File: config.mk
export PLATFORM = sky130hd
export DESIGN_NAME = cv32e40x_bch_predictor_flat
export DESIGN_NICKNAME = d
export VERILOG_FILES = /design/src/rtl/cv32e40x_bch_predictor_if.sv /design/src/rtl/cv32e40x_bch_predictor.sv /design/src/flat_wrapper.sv
export SDC_FILE = /design/constraint.sdc
export NUM_CORES = 1
export LEC_CHECK = 0
export CAP_MARGIN = 25
export CORE_AREA = 10 10 181 183
export CTS_CLUSTER_SIZE = 24
export DETAILED_ROUTE_END_ITERATION = 7
export DIE_AREA = 0 0 191 193
export GPL_TIMING_DRIVEN = 1
export MAX_ROUTING_LAYER = met4
export PLACE_DENSITY = 0.63
export SETUP_SLACK_MARGIN = 0.4
export SLEW_MARGIN = 20
export SYNTH_ARGS = -nofsm -noshare
export SYNTH_HDL_FRONTEND = slang
export SYNTH_SLANG_ARGS = --single-unit
File: constraint.sdc
create_clock -name clk -period 5.9 [get_ports clk]
set_input_delay 1.18 -clock clk [delete_from_list [all_inputs] [get_ports clk]]
set_output_delay 1.18 -clock clk [all_outputs]
set_load 0.02 [all_outputs]
File: src/rtl/cv32e40x_bch_predictor_if.sv
// cv32e40x_bch_predictor_if: ID/EX-facing signal bundle of the branch target and direction predictor.
package cv32e40x_bch_pkg;
  typedef enum logic [1:0] {
    CT_NONE = 2'b00,
    CT_JAL  = 2'b01,
    CT_JALR = 2'b10,
    CT_BCH  = 2'b11
  } bch_jmp_mux_e;
endpackage

interface cv32e40x_bch_predictor_if;
  import cv32e40x_bch_pkg::*;
  bch_jmp_mux_e bch_jmp_mux_sel_i;
  logic [31:0]  pc_id_i;
  logic [31:0]  imm_uj_type_i;
  logic [31:0]  imm_sb_type_i;
  logic [31:0]  imm_i_type_i;
  logic [31:0]  jalr_fw_i;
  logic [31:0]  bch_target_o;
  logic [31:0]  jmp_target_o;
  logic         bch_prediction_id_o;
  logic         upd_valid_i;
  logic [31:0]  upd_pc_i;
  logic         upd_taken_i;
  logic         upd_pred_i;
  logic         flush_i;
  logic         mispredict_o;
  logic [31:0]  mispredict_cnt_o;
  modport master (
    output bch_jmp_mux_sel_i, pc_id_i, imm_uj_type_i, imm_sb_type_i, imm_i_type_i, jalr_fw_i,
           upd_valid_i, upd_pc_i, upd_taken_i, upd_pred_i, flush_i,
    input  bch_target_o, jmp_target_o, bch_prediction_id_o, mispredict_o, mispredict_cnt_o
  );
  modport slave (
    input  bch_jmp_mux_sel_i, pc_id_i, imm_uj_type_i, imm_sb_type_i, imm_i_type_i, jalr_fw_i,
           upd_valid_i, upd_pc_i, upd_taken_i, upd_pred_i, flush_i,
    output bch_target_o, jmp_target_o, bch_prediction_id_o, mispredict_o, mispredict_cnt_o
  );
endinterface

File: src/rtl/cv32e40x_bch_predictor.sv
// cv32e40x_bch_predictor: ID-stage jump/branch target adder with a saturating-counter
// direction predictor trained from EX, plus misprediction pulse and saturating count.
module cv32e40x_bch_predictor
  import cv32e40x_bch_pkg::*;
#(
  parameter int ENTRIES = 16,
  parameter int CNT_W   = 2,
  parameter int DYNAMIC = 1
) (
  input logic                      clk,
  input logic                      rst,
  cv32e40x_bch_predictor_if.slave  bus
);
  localparam int IDX_W = $clog2(ENTRIES);
  localparam logic [CNT_W-1:0] CNT_INIT = CNT_W'((1 << (CNT_W - 1)) - 1);
  logic [CNT_W-1:0] r_tbl [ENTRIES];
  logic             r_mis;
  logic [31:0]      r_mis_cnt;
  logic [IDX_W-1:0] w_rd_idx;
  logic [IDX_W-1:0] w_up_idx;
  logic [CNT_W-1:0] w_cur;
  logic [CNT_W-1:0] w_next;
  logic [31:0]      w_tgt;
  logic             w_is_bch;
  logic             w_mis;
  logic             w_unused;
  assign w_rd_idx = bus.pc_id_i[IDX_W:1];
  assign w_up_idx = bus.upd_pc_i[IDX_W:1];
  assign w_is_bch = bus.bch_jmp_mux_sel_i == CT_BCH;
  assign w_tgt = bus.bch_jmp_mux_sel_i == CT_JAL ? bus.pc_id_i + bus.imm_uj_type_i :
                 w_is_bch ? bus.pc_id_i + bus.imm_sb_type_i :
                 (bus.jalr_fw_i + bus.imm_i_type_i) & ~32'd1;
  assign bus.bch_target_o = w_tgt;
  assign bus.jmp_target_o = w_tgt;
  // Static mode keys off the immediate sign so a wrapping target cannot flip the guess
  assign bus.bch_prediction_id_o = w_is_bch &&
    (DYNAMIC != 0 ? r_tbl[w_rd_idx][CNT_W-1] : bus.imm_sb_type_i[31]);
  assign w_cur  = r_tbl[w_up_idx];
  assign w_next = bus.upd_taken_i ? (&w_cur ? w_cur : w_cur + 1'b1)
                                  : (|w_cur ? w_cur - 1'b1 : w_cur);
  assign w_mis  = bus.upd_valid_i && (bus.upd_taken_i != bus.upd_pred_i);
  assign bus.mispredict_o     = r_mis;
  assign bus.mispredict_cnt_o = r_mis_cnt;
  assign w_unused = ^{bus.pc_id_i[31:IDX_W+1], bus.pc_id_i[0],
                      bus.upd_pc_i[31:IDX_W+1], bus.upd_pc_i[0]};
  always_ff @(posedge clk or posedge rst) begin
    if (rst) begin
      for (int i = 0; i < ENTRIES; i++) r_tbl[i] <= CNT_INIT;
    end else if (bus.flush_i) begin
      for (int i = 0; i < ENTRIES; i++) r_tbl[i] <= CNT_INIT;
    end else if (bus.upd_valid_i) begin
      r_tbl[w_up_idx] <= w_next;
    end
  end
  // Flush clears only the table; the misprediction statistics survive it
  always_ff @(posedge clk or posedge rst) begin
    if (rst) begin
      r_mis     <= 1'b0;
      r_mis_cnt <= '0;
    end else begin
      r_mis     <= w_mis;
      r_mis_cnt <= r_mis_cnt + {31'd0, w_mis & ~&r_mis_cnt};
    end
  end
endmodule

File: src/flat_wrapper.sv
// flat-port wrapper written by rule: the top's interface ports become plain ports
module cv32e40x_bch_predictor_flat import cv32e40x_bch_pkg::*;
#(
  parameter int ENTRIES = 16,
  parameter int CNT_W   = 2,
  parameter int DYNAMIC = 1
)
  (clk, rst, bus_bch_jmp_mux_sel_i, bus_pc_id_i, bus_imm_uj_type_i, bus_imm_sb_type_i, bus_imm_i_type_i, bus_jalr_fw_i, bus_upd_valid_i, bus_upd_pc_i, bus_upd_taken_i, bus_upd_pred_i, bus_flush_i, bus_bch_target_o, bus_jmp_target_o, bus_bch_prediction_id_o, bus_mispredict_o, bus_mispredict_cnt_o);
  cv32e40x_bch_predictor_if bus_i ();
  input logic clk;
  input logic rst;
  input wire logic [$bits(bus_i.bch_jmp_mux_sel_i)-1:0] bus_bch_jmp_mux_sel_i;
  input wire logic [$bits(bus_i.pc_id_i)-1:0] bus_pc_id_i;
  input wire logic [$bits(bus_i.imm_uj_type_i)-1:0] bus_imm_uj_type_i;
  input wire logic [$bits(bus_i.imm_sb_type_i)-1:0] bus_imm_sb_type_i;
  input wire logic [$bits(bus_i.imm_i_type_i)-1:0] bus_imm_i_type_i;
  input wire logic [$bits(bus_i.jalr_fw_i)-1:0] bus_jalr_fw_i;
  input wire logic [$bits(bus_i.upd_valid_i)-1:0] bus_upd_valid_i;
  input wire logic [$bits(bus_i.upd_pc_i)-1:0] bus_upd_pc_i;
  input wire logic [$bits(bus_i.upd_taken_i)-1:0] bus_upd_taken_i;
  input wire logic [$bits(bus_i.upd_pred_i)-1:0] bus_upd_pred_i;
  input wire logic [$bits(bus_i.flush_i)-1:0] bus_flush_i;
  output wire logic [$bits(bus_i.bch_target_o)-1:0] bus_bch_target_o;
  output wire logic [$bits(bus_i.jmp_target_o)-1:0] bus_jmp_target_o;
  output wire logic [$bits(bus_i.bch_prediction_id_o)-1:0] bus_bch_prediction_id_o;
  output wire logic [$bits(bus_i.mispredict_o)-1:0] bus_mispredict_o;
  output wire logic [$bits(bus_i.mispredict_cnt_o)-1:0] bus_mispredict_cnt_o;
  assign bus_i.bch_jmp_mux_sel_i = bus_bch_jmp_mux_sel_i;
  assign bus_i.pc_id_i = bus_pc_id_i;
  assign bus_i.imm_uj_type_i = bus_imm_uj_type_i;
  assign bus_i.imm_sb_type_i = bus_imm_sb_type_i;
  assign bus_i.imm_i_type_i = bus_imm_i_type_i;
  assign bus_i.jalr_fw_i = bus_jalr_fw_i;
  assign bus_i.upd_valid_i = bus_upd_valid_i;
  assign bus_i.upd_pc_i = bus_upd_pc_i;
  assign bus_i.upd_taken_i = bus_upd_taken_i;
  assign bus_i.upd_pred_i = bus_upd_pred_i;
  assign bus_i.flush_i = bus_flush_i;
  assign bus_bch_target_o = bus_i.bch_target_o;
  assign bus_jmp_target_o = bus_i.jmp_target_o;
  assign bus_bch_prediction_id_o = bus_i.bch_prediction_id_o;
  assign bus_mispredict_o = bus_i.mispredict_o;
  assign bus_mispredict_cnt_o = bus_i.mispredict_cnt_o;
  cv32e40x_bch_predictor #(.ENTRIES(ENTRIES), .CNT_W(CNT_W), .DYNAMIC(DYNAMIC)) u_core (.clk(clk), .rst(rst), .bus(bus_i));
endmodule
==> results of run 1 <==
worst register-to-register path, cell delays in order (launching register included):
cell and delay [ps]:
dfrtp_1 430, and4_1 210, and2_1 180, and3_1 240
nand2_1 80, o21a_1 110, ha_1 240, ha_1 350
nand2_1 120, or3_1 400, nor2_1 200, nand4_1 140
xnor2_1 150
registers in the layout, indices dropped and copies added (netlist names):
register                     flops
u_core.bus.mispredict_cnt_o     32
u_core.r_tbl                    32
u_core.bus.mispredict_o          1
placed cells by master, fill, tap and decap left out, types with 17 or more instances in the layout:
master	n
clkdlybuf4s50_1	206
buf_4	96
a21oi_1	84
ha_1	83
nor2_1	76
nand2_1	67
o21ai_0	65
xnor2_1	55
xor2_1	49
dfrtp_1	49
a21o_1	46
nand3_1	26
nand2b_1	24
nor3_1	22
mux2i_1	19
o211ai_1	19
inv_1	18
or3_1	17
power groups by stage:
stage / Sequential, mW / Clock (mW) / Combinational (mW)
2_1_floorplan: 0.526 / 0 / 0.732
6_report: 0.502 / 0.520 / 1.30
3_3_place_gp: 0.508 / 0 / 1.27
4_1_cts: 0.502 / 0.534 / 1.26
5_1_grt: 0.506 / 0.552 / 1.41
3_5_place_dp: 0.508 / 0 / 1.28
timing repair:
action                     4_1_cts  5_1_grt
setup endpoints to repair       48       46
resized for setup              159       76
pin swaps                       21       30
buffers inserted                 5        5
area by class of cell:
| cell class | instances | area share (%) |
|---|---|---|
| flip-flops and latches | 65 | 13.0 |
| diodes | 5 | 0.0990 |
| repair buffers | 357 | 25.6 |
| clock buffers | 13 | 1.98 |
| inverters | 19 | 0.564 |
| clock inverters | 3 | 0.317 |
| multi-input cells | 889 | 54.5 |
| well taps | 390 | 3.86 |
path summary, 6_finish.rpt:
check / startpoint / endpoint / depth (start not counted)
max reg2reg: u_core.bus.mispredict_cnt_o[3]$_DFF_PP0_ / u_core.bus.mispredict_cnt_o[30]$_DFF_PP0_ / 12
max: bus_imm_uj_type_i[0] / bus_jmp_target_o[18] / 14
min in group asynchronous: rst / u_core.bus.mispredict_cnt_o[4]$_DFF_PP0_ / 3
min reg2reg: u_core.bus.mispredict_cnt_o[22]$_DFF_PP0_ / u_core.bus.mispredict_cnt_o[22]$_DFF_PP0_ / 1
min: u_core.bus.mispredict_cnt_o[22]$_DFF_PP0_ / u_core.bus.mispredict_cnt_o[22]$_DFF_PP0_ / 1
max in group asynchronous: rst / u_core.bus.mispredict_cnt_o[14]$_DFF_PP0_ / 3
stage by stage:
step / cell area (um2) / TNS [ps]
final: 12600 / 0
after global routing: 12600 / 0
after CTS: 12400 / 0
after detailed placement: 12000 / -7510
after floorplan: 8570 / 0
after global placement: 12000 / -6730
per-layer routing:
layer | track usage [%] | wire [um]
met1 | 19.3 | 13500
met2 | 30.3 | 16100
met3 | 3.65 | 2020
met4 | 3.09 | 470
met5 | - | 0
kinds of logic (layout without fill, tap and decap cells):
logic type / count (synthesis) / count (layout) / share of synthesized area, %
AND/OR/NAND/NOR: 300 / 300 / 17.5
buffers and inverters: 72 / 392 / 4.67
multiplexers: 36 / 36 / 6.42
flip-flops: 65 / 65 / 19.2
XOR/XNOR: 104 / 104 / 10.6
adder cells (fa/ha/maj): 98 / 98 / 14.5
other: 0 / 5 / 0
AO/OA/AOI/OAI: 351 / 351 / 27.0
==> impl_metrics.json, run 1 <==
{
  "outcome": "complete, no violations",
  "grt_max_degree": 66,
  "pin_count": 298,
  "synthTopCellsByCount": "ha_1, a21oi_1, nor2_1",
  "n_fill_cell": 2933,
  "cpLargestDelayFamily": "compound AO/OA/AOI/OAI gates",
  "io_buffers": 269,
  "cp_data_required_time_ps": 4720,
  "synthFlopType": "dfrtp_1",
  "die_x_um": 191,
  "place.gp.congestion": 0.921,
  "tightest_slew_ps": 814,
  "hold_slack_ps": 491,
  "avgRoutedWirePerCell_um": 18.4,
  "hold_class": "flip-flop to flip-flop",
  "ys_seq_area_share_pct": 19.2,
  "crit_fanout": 3,
  "place_ws_ps": -398,
  "final_nets": 1638,
  "avgSynthCellArea_um2": 8.36,
  "synth_most_common_cell": "ha_1",
  "fin_worst_skew_ps": 4.48,
  "critPathBufInv": 3,
  "p_per_area_nw_per_um2": 183,
  "dp.cells": 1710,
  "cts_tree": "done",
  "seq_area_um2": 1650,
  "root_buffer": "clkbuf_16",
  "cts_htree_levels": 3,
  "dp.final_hpwl_mm": 26.8,
  "cts_buffers": 9,
  "synth.top_cell.area_share_pct": 14.3,
  "utilization_pct": 43.2,
  "rsz0062_at_grt": "yes",
  "p_int_mw": 1.42,
  "synth_edf_count": 0,
  "start_util_pct": 29.3,
  "slew_headroom_pct": 45.7,
  "period_share_pct": 91.7,
  "p_clk_share_pct": 22.5,
  "grt_use_total_pct": 17.0,
  "synth.distinct_cells": 81,
  "worstSetupPathType": "primary input to output port",
  "power.leakage_nw": 5.39,
  "final_cells": 1741,
  "power_mw": 2.32,
  "power.switching_uw": 897,
  "vias": 9020,
  "area_delta_synth_final_pct": 47.4,
  "maxCapViolations": 0,
  "fp.coreArea_um2": 29200,
  "first_global_vias": 9240,
  "synth_area_leaders": "dfrtp_1, ha_1, xnor2_1",
  "vias_per_cell": 5.18,
  "fmax_ghz": 0.185,
  "die_y_um": 193,
  "pwr-share-seq_pct": 21.7,
  "layout-drive-gt1-share_pct": 18.1,
  "placement_rows": 63,
  "grt_pass1_wl_mm": 49.3,
  "ant_nets": 0,
  "cp_slowest_cell": "clkdlybuf4s50_1",
  "report.final.slew_viol_count": 0,
  "switching_share_pct": 38.7,
  "multi_input_area_um2": 6890,
  "gr-total-overflow": 0,
  "critPathCaptureType": "output port",
  "synthesis.nets": 1323,
  "clk_pin_slew_ps": 50,
  "r2r_setup_slack_ps": 2930,
  "clkSinkCount": 65,
  "drc": 0,
  "syn_inst": 1026,
  "first_iter_violations": 379,
  "synth-async-reset-ratio_pct": 100,
  "layout_min_cycle_time_ps": 5410,
  "irDropWorstVdd_v": 0.000223,
  "cts.path.max_buffers": 2,
  "syn_area_um2": 8570,
  "yosys_warnings": 0,
  "synth.largest_area_cell": "dfrtp_1",
  "clock_latency_ps": 330,
  "hold_viol_final": 0,
  "ys_seq_elements": 65,
  "worst_ep_arrival_time_ps": 4230,
  "dieArea_um2": 36900,
  "drt_pre_antenna_iters": 5,
  "start_kind": "primary input",
  "worstPathCellList": "clkdlybuf4s50_1 -> ha_2 -> fa_1 -> a21o_1 -> a31oi_4 -> o31ai_2 -> and2_1 -> a311oi_1 -> buf_4 -> nor2_1 -> xor2_1 -> o211ai_1 -> o31ai_1 -> clkdlybuf4s15_2",
  "setup_ws_ps": 493,
  "comb_power_share_pct": 55.9,
  "wirelength_mm": 32.1,
  "slowest_delay_ps": 410,
  "grt_antenna_before_repair": 4,
  "postCtsHoldBufs": 0,
  "setup-violations-final": 0
}
Power figures use the tool's default switching activity.
==> run 2: changes to the inputs <==
--- a/config.mk
+++ b/config.mk
@@ -14,7 +14,6 @@
 export MAX_ROUTING_LAYER = met4
 export PLACE_DENSITY = 0.63
 export SETUP_SLACK_MARGIN = 0.4
-export SLEW_MARGIN = 20
 export SYNTH_ARGS = -nofsm -noshare
 export SYNTH_HDL_FRONTEND = slang
 export SYNTH_SLANG_ARGS = --single-unit
==> run 2 against run 1 <==
Highest routed layer unchanged. Critical path depth did not move. Non-clock buffer count rose by 1. Largest power group unchanged. Sequential cell count did not move. Sequential power barely moved.
==> impl_metrics.json, run 2 (synthesis results as in run 1) <==
{
  "outcome": "complete, no violations",
  "clkSinkCount": 65,
  "r2r_setup_slack_ps": 2930,
  "slew_headroom_pct": 45.0,
  "hold_depth": 1,
  "hold_class": "flip-flop to flip-flop",
  "setup_ws_ps": 482,
  "cts_tree": "done",
  "rsz0062_at_grt": "yes",
  "die_y_um": 193,
  "crit_end": "bus_jmp_target_o[18]",
  "fp.coreArea_um2": 29200,
  "use_met3_pct": 3.65,
  "clock_latency_ps": 330,
  "power.leakage_nw": 5.40,
  "drc": 0,
  "die_x_um": 191,
  "grt_util_met2_pct": 30.3,
  "start_util_pct": 29.3,
  "grt_pass1_wl_mm": 49.3,
  "placement_rows": 63,
  "place_ws_ps": -398,
  "ant_nets": 0,
  "pin_count": 298,
  "vias": 9047,
  "critPathCaptureType": "output port",
  "layout-drive-gt1-share_pct": 18.0,
  "reg2reg_depth": 12,
  "gr-total-overflow": 0,
  "crit_fanout": 3,
  "cts_htree_levels": 3,
  "wirelength_mm": 32.0,
  "r2r_end": "u_core.bus.mispredict_cnt_o[30]$_DFF_PP0_",
  "avgRoutedWirePerCell_um": 18.4,
  "worstSetupPathType": "primary input to output port",
  "worst_ep_arrival_time_ps": 4240,
  "irDropWorstVdd_v": 0.000223,
  "setup-violations-final": 0,
  "critPathLaunch": "bus_imm_uj_type_i[0]",
  "grt_use_met1_pct": 19.3,
  "report.final.slew_viol_count": 0,
  "tns_ps": 0,
  "grt_use_total_pct": 17.0,
  "first_iter_violations": 408,
  "vias_per_cell": 5.19,
  "rr_startpoint": "u_core.bus.mispredict_cnt_o[3]$_DFF_PP0_",
  "fmax_ghz": 0.185,
  "slowest_delay_ps": 410,
  "grt_busiest_layer": "met2",
  "cts.path.max_buffers": 2,
  "cp_data_required_time_ps": 4720,
  "fin_worst_skew_ps": 4.31,
  "final_cell_mix": "clkdlybuf4s50_1, buf_4, a21oi_1",
  "p_per_area_nw_per_um2": 183,
  "clk_pin_slew_ps": 50,
  "worstPathCellList": "clkdlybuf4s50_1 -> ha_2 -> fa_1 -> a21o_1 -> a31oi_4 -> o31ai_2 -> and2_1 -> a311oi_1 -> buf_4 -> nor2_1 -> xor2_1 -> o211ai_1 -> o31ai_1 -> clkdlybuf4s15_2",
  "layout_min_cycle_time_ps": 5420,
  "final_common_cell": "clkdlybuf4s50_1",
  "cts_buffers": 9,
  "io_buffers": 269,
  "start_kind": "primary input",
  "dp.cells": 1710,
  "place.gp.congestion": 0.921,
  "grt_antenna_before_repair": 4,
  "dieArea_um2": 36900,
  "period_share_pct": 91.8,
  "first_global_vias": 9240,
  "tightest_slew_ps": 825,
  "root_buffer": "clkbuf_16",
  "maxCapViolations": 0,
  "grt_max_degree": 66,
  "final_nets": 1639,
  "final_cells": 1742,
  "hold_viol_final": 0,
  "area_delta_synth_final_pct": 47.7,
  "cp_slowest_cell": "clkdlybuf4s50_1",
  "drt_pre_antenna_iters": 5,
  "dp.final_hpwl_mm": 26.8
}
[run 2: what timing repair did]
item,CTS,global route
pin swaps,21,30
buffers inserted,5,5
endpoints found under the setup margin,48,46
resized for setup,159,76
hold buffers,0,0
[run 2: how the worst min path moves through the flow]
stage,to,slack (ps),startpoint
final,u_core.bus.mispredict_cnt_o[22]$_DFF_PP0_,490,u_core.bus.mispredict_cnt_o[22]$_DFF_PP0_
after global routing,u_core.bus.mispredict_cnt_o[8]$_DFF_PP0_,520,u_core.bus.mispredict_cnt_o[8]$_DFF_PP0_
after CTS,u_core.bus.mispredict_cnt_o[6]$_DFF_PP0_,490,u_core.bus.mispredict_cnt_o[6]$_DFF_PP0_
after detailed placement,u_core.bus.mispredict_cnt_o[6]$_DFF_PP0_,480,u_core.bus.mispredict_cnt_o[6]$_DFF_PP0_
after global placement,u_core.bus.mispredict_cnt_o[22]$_DFF_PP0_,470,u_core.bus.mispredict_cnt_o[22]$_DFF_PP0_
after floorplan,u_core.r_tbl[27]$_DFFE_PP0P_,490,u_core.r_tbl[27]$_DFFE_PP0P_
[run 2: through the flow]
step	util [%]	power, mW	instance area (um2)	hold slack (ps)
floorplan	-	1.26	8570	488
global placement	41.0	1.77	12000	473
detailed placement	41.0	1.78	12000	479
CTS	42.4	2.30	12400	491
global route	43.3	2.46	12700	523
finish	43.3	2.32	12700	491
[run 2: layout make-up]
type | count | area [um2]
Fill cell | 2930 | 16600
Multi-Input combinational cell | 889 | 6890
Timing Repair Buffer | 358 | 3260
Sequential cell | 65 | 1650
Tap cell | 390 | 488
Clock buffer | 13 | 250
Inverter | 19 | 71.3
Clock inverter | 3 | 40.0
Antenna cell | 5 | 12.5
[run 2: worst max-delay path, delay by kind of cell]
kind | cells | cell delay (ps)
compound gates | 6 | 1220
buf+inv | 3 | 860
fa+ha+maj | 2 | 580
simple gates | 2 | 240
xor+xnor | 1 | 140
[run 2: power breakdown]
| group | switching [mW] | leakage, nW | internal (mW) |
|---|---|---|---|
| combinational | 0.684 | 4.42 | 0.612 |
| clock | 0.183 | 0.144 | 0.337 |
| sequential | 0.0294 | 0.842 | 0.473 |
| total | 0.896 | 5.40 | 1.42 |
[run 2: per-layer routing]
metal,up-vias,share of wire [%]
met1,4282,42
met4,0,1.5
met5,-,0
met3,32,6.4
met2,270,50
li1,4463,-
==> run 3: changes to the inputs <==
--- a/config.mk
+++ b/config.mk
@@ -6,14 +6,14 @@
 export NUM_CORES = 1
 export LEC_CHECK = 0
 export CAP_MARGIN = 25
-export CORE_AREA = 10 10 181 183
+export CORE_AREA = 10 10 147 149
 export CTS_CLUSTER_SIZE = 24
 export DETAILED_ROUTE_END_ITERATION = 7
-export DIE_AREA = 0 0 191 193
+export DIE_AREA = 0 0 157 159
 export GPL_TIMING_DRIVEN = 1
 export MAX_ROUTING_LAYER = met4
-export PLACE_DENSITY = 0.63
-export SETUP_SLACK_MARGIN = 0.4
+export PLACE_DENSITY = 0.88
+export SETUP_SLACK_MARGIN = 0.2
 export SYNTH_ARGS = -nofsm -noshare
 export SYNTH_HDL_FRONTEND = slang
 export SYNTH_SLANG_ARGS = --single-unit
==> run 3 against run 2 <==
Sequential cell count unchanged. Clock power increased by 2%. First-iteration DRC count increased by 100%. Largest cell class unchanged. Non-clock buffer count decreased by 21. Clock skew increased by 2.8 ps. Sequential share of layout area increased by 0.58 points. Die area decreased by 32%.
==> impl_metrics.json, run 3 (synthesis results as in run 1) <==
{
  "wl_met2_mm": 16.2,
  "rsz0062_at_grt": "yes",
  "avgRoutedWirePerCell_um": 20.0,
  "irDropWorstVdd_v": 0.000309,
  "tightest_slew_ps": 876,
  "critPathCaptureType": "output port",
  "hold_depth": 1,
  "first_global_vias": 9315,
  "grt_use_total_pct": 24.2,
  "met3_length_mm": 1.80,
  "crit_fanout": 4,
  "final_nets": 1618,
  "drt_pre_antenna_iters": 5,
  "power.leakage_nw": 5.22,
  "fmax_ghz": 0.176,
  "setup_ws_ps": 232,
  "layout-drive-gt1-share_pct": 13.3,
  "dieArea_um2": 25000,
  "die_x_um": 157,
  "grt_pass1_wl_mm": 48.4,
  "highest_layer": "met4",
  "layout_min_cycle_time_ps": 5670,
  "grt_max_degree": 66,
  "cts_buffers": 9,
  "start_util_pct": 46.1,
  "cp_data_required_time_ps": 4720,
  "slew_headroom_pct": 41.5,
  "vias": 9270,
  "cp_num_cells": 15,
  "power_mw": 2.28,
  "r2r_end": "u_core.bus.mispredict_cnt_o[30]$_DFF_PP0_",
  "cts_tree": "done",
  "wirelength_mm": 31.4,
  "rr_startpoint": "u_core.bus.mispredict_cnt_o[5]$_DFF_PP0_",
  "worstSetupPathType": "primary input to output port",
  "start_kind": "primary input",
  "wl_met1_mm": 12.2,
  "first_iter_violations": 836,
  "clock_latency_ps": 330,
  "worst_ep_arrival_time_ps": 4490,
  "hp-start": "u_core.bus.mispredict_cnt_o[8]$_DFF_PP0_",
  "cpLargestDelayFamily": "compound AO/OA/AOI/OAI gates",
  "vias_per_cell": 5.90,
  "place.gp.congestion": 0.936,
  "io_buffers": 269,
  "fin_worst_skew_ps": 7.11,
  "report.final.slew_viol_count": 0,
  "place_ws_ps": -374,
  "setup-violations-final": 0,
  "clk_pin_slew_ps": 50,
  "grt_antenna_before_repair": 12,
  "die_y_um": 159,
  "fp.coreArea_um2": 18600,
  "reg2reg_depth": 12,
  "n_fill_cell": 1461,
  "placement_rows": 50,
  "dp.final_hpwl_mm": 25.3,
  "gr-total-overflow": 0,
  "hold_viol_final": 0,
  "clkSinkCount": 65,
  "postLayoutCellArea_um2": 12100,
  "slowest_delay_ps": 440,
  "cts.path.max_buffers": 2,
  "r2r_setup_slack_ps": 2700,
  "maxCapViolations": 0,
  "period_share_pct": 96.1,
  "area_delta_synth_final_pct": 41.4,
  "cts_htree_levels": 3,
  "root_buffer": "clkbuf_16",
  "outcome": "complete, no violations",
  "pin_count": 298,
  "ant_nets": 0,
  "final_cell_mix": "clkdlybuf4s50_1, ha_1, a21oi_1",
  "min_to": "u_core.bus.mispredict_cnt_o[8]$_DFF_PP0_",
  "p_per_area_nw_per_um2": 188,
  "hold_slack_ps": 492,
  "final_common_cell": "clkdlybuf4s50_1",
  "worstPathCellList": "clkdlybuf4s50_1 -> ha_2 -> fa_1 -> a21o_1 -> a21o_1 -> a211oi_2 -> buf_4 -> o2111a_2 -> o21ai_2 -> a21oi_2 -> buf_4 -> o21a_1 -> o2111ai_1 -> nand3_1 -> dlygate4sd2_1",
  "cp_slowest_cell": "clkdlybuf4s50_1",
  "place_area_um2": 11700,
  "drc": 0,
  "critPathBufInv": 4,
  "hold_class": "flip-flop to flip-flop"
}
run 3: cell types whose count changed in the layout (fill, tap and decap cells not counted), moves of 5 or more:
| cell | change |
|---|---|
| buf_4 | -24 |
| clkdlybuf4s50_1 | +16 |
| ha_1 | +10 |
| ha_4 | -10 |
| clkdlybuf4s15_1 | +8 |
| diode_2 | +7 |
| a21oi_1 | +6 |
| a21oi_2 | -5 |
| buf_6 | -5 |
| dlymetal6s2s_1 | -5 |
run 3: layout make-up:
class	instances	area [um2]	area share [%]
clock inverter	5	55.1	0.454
sequential	65	1650	13.6
tap	234	293	2.42
clock buffer	11	243	2.00
timing repair buffer	337	3140	25.9
inverter	19	71.3	0.588
antenna	12	30.0	0.248
multi-input combinational	889	6640	54.8
run 3: worst max-delay path by stage:
stage | from | endpoint | slack, ps
5_1_grt | bus_pc_id_i[0] | bus_jmp_target_o[30] | 90
3_3_place_gp | bus_pc_id_i[0] | bus_bch_target_o[26] | -280
4_1_cts | bus_pc_id_i[0] | bus_jmp_target_o[24] | 140
2_1_floorplan | bus_imm_sb_type_i[0] | bus_jmp_target_o[26] | 470
3_5_place_dp | bus_pc_id_i[0] | bus_jmp_target_o[24] | -370
6_report | bus_pc_id_i[0] | bus_jmp_target_o[30] | 230
run 3: power breakdown:
group          internal [mW]  switching, mW  total (mW)  leakage (nW)
Sequential             0.473         0.0315       0.504         0.842
Combinational          0.581          0.664        1.24          4.23
Clock                  0.337          0.192       0.529         0.143
Total                   1.39          0.887        2.28          5.22
run 3: metrics by stage:
| stage | setup TNS, ps | utilization (%) | std cells |
|---|---|---|---|
| 5_1_grt | 0 | 65.2 | 1572 |
| 6_report | 0 | 65.2 | 1572 |
| 2_1_floorplan | 0 | - | 1026 |
| 3_5_place_dp | -5160 | 63.0 | 1541 |
| 3_3_place_gp | -3240 | 63.0 | 1541 |
| 4_1_cts | 0 | 64.7 | 1558 |
run 3: routing by layer:
| metal | global-route usage (%) | up-vias |
|---|---|---|
| met4 | 10.3 | 0 |
| met3 | 3.00 | 71 |
| met2 | 42.0 | 388 |
| met5 | - | - |
| met1 | 27.2 | 4378 |
| li1 | - | 4433 |
run 3: repair_timing:
item / CTS / global route
setup endpoints to repair: 40 / 44
buffers inserted: 1 / 0
pin swaps: 5 / 10
hold buffers: 0 / 0
resized for setup: 81 / 49
run 3: worst reg2reg max path, cell delays in order (launching register included):
cell and delay (ps):
dfrtp_1 420, and4_1 240, and2_1 190, and3_1 260
nand2_1 90, o21a_1 110, ha_1 280, ha_1 400
nand2_1 140, or3_1 440, nor2_1 240, nand4_1 140
xnor2_1 140
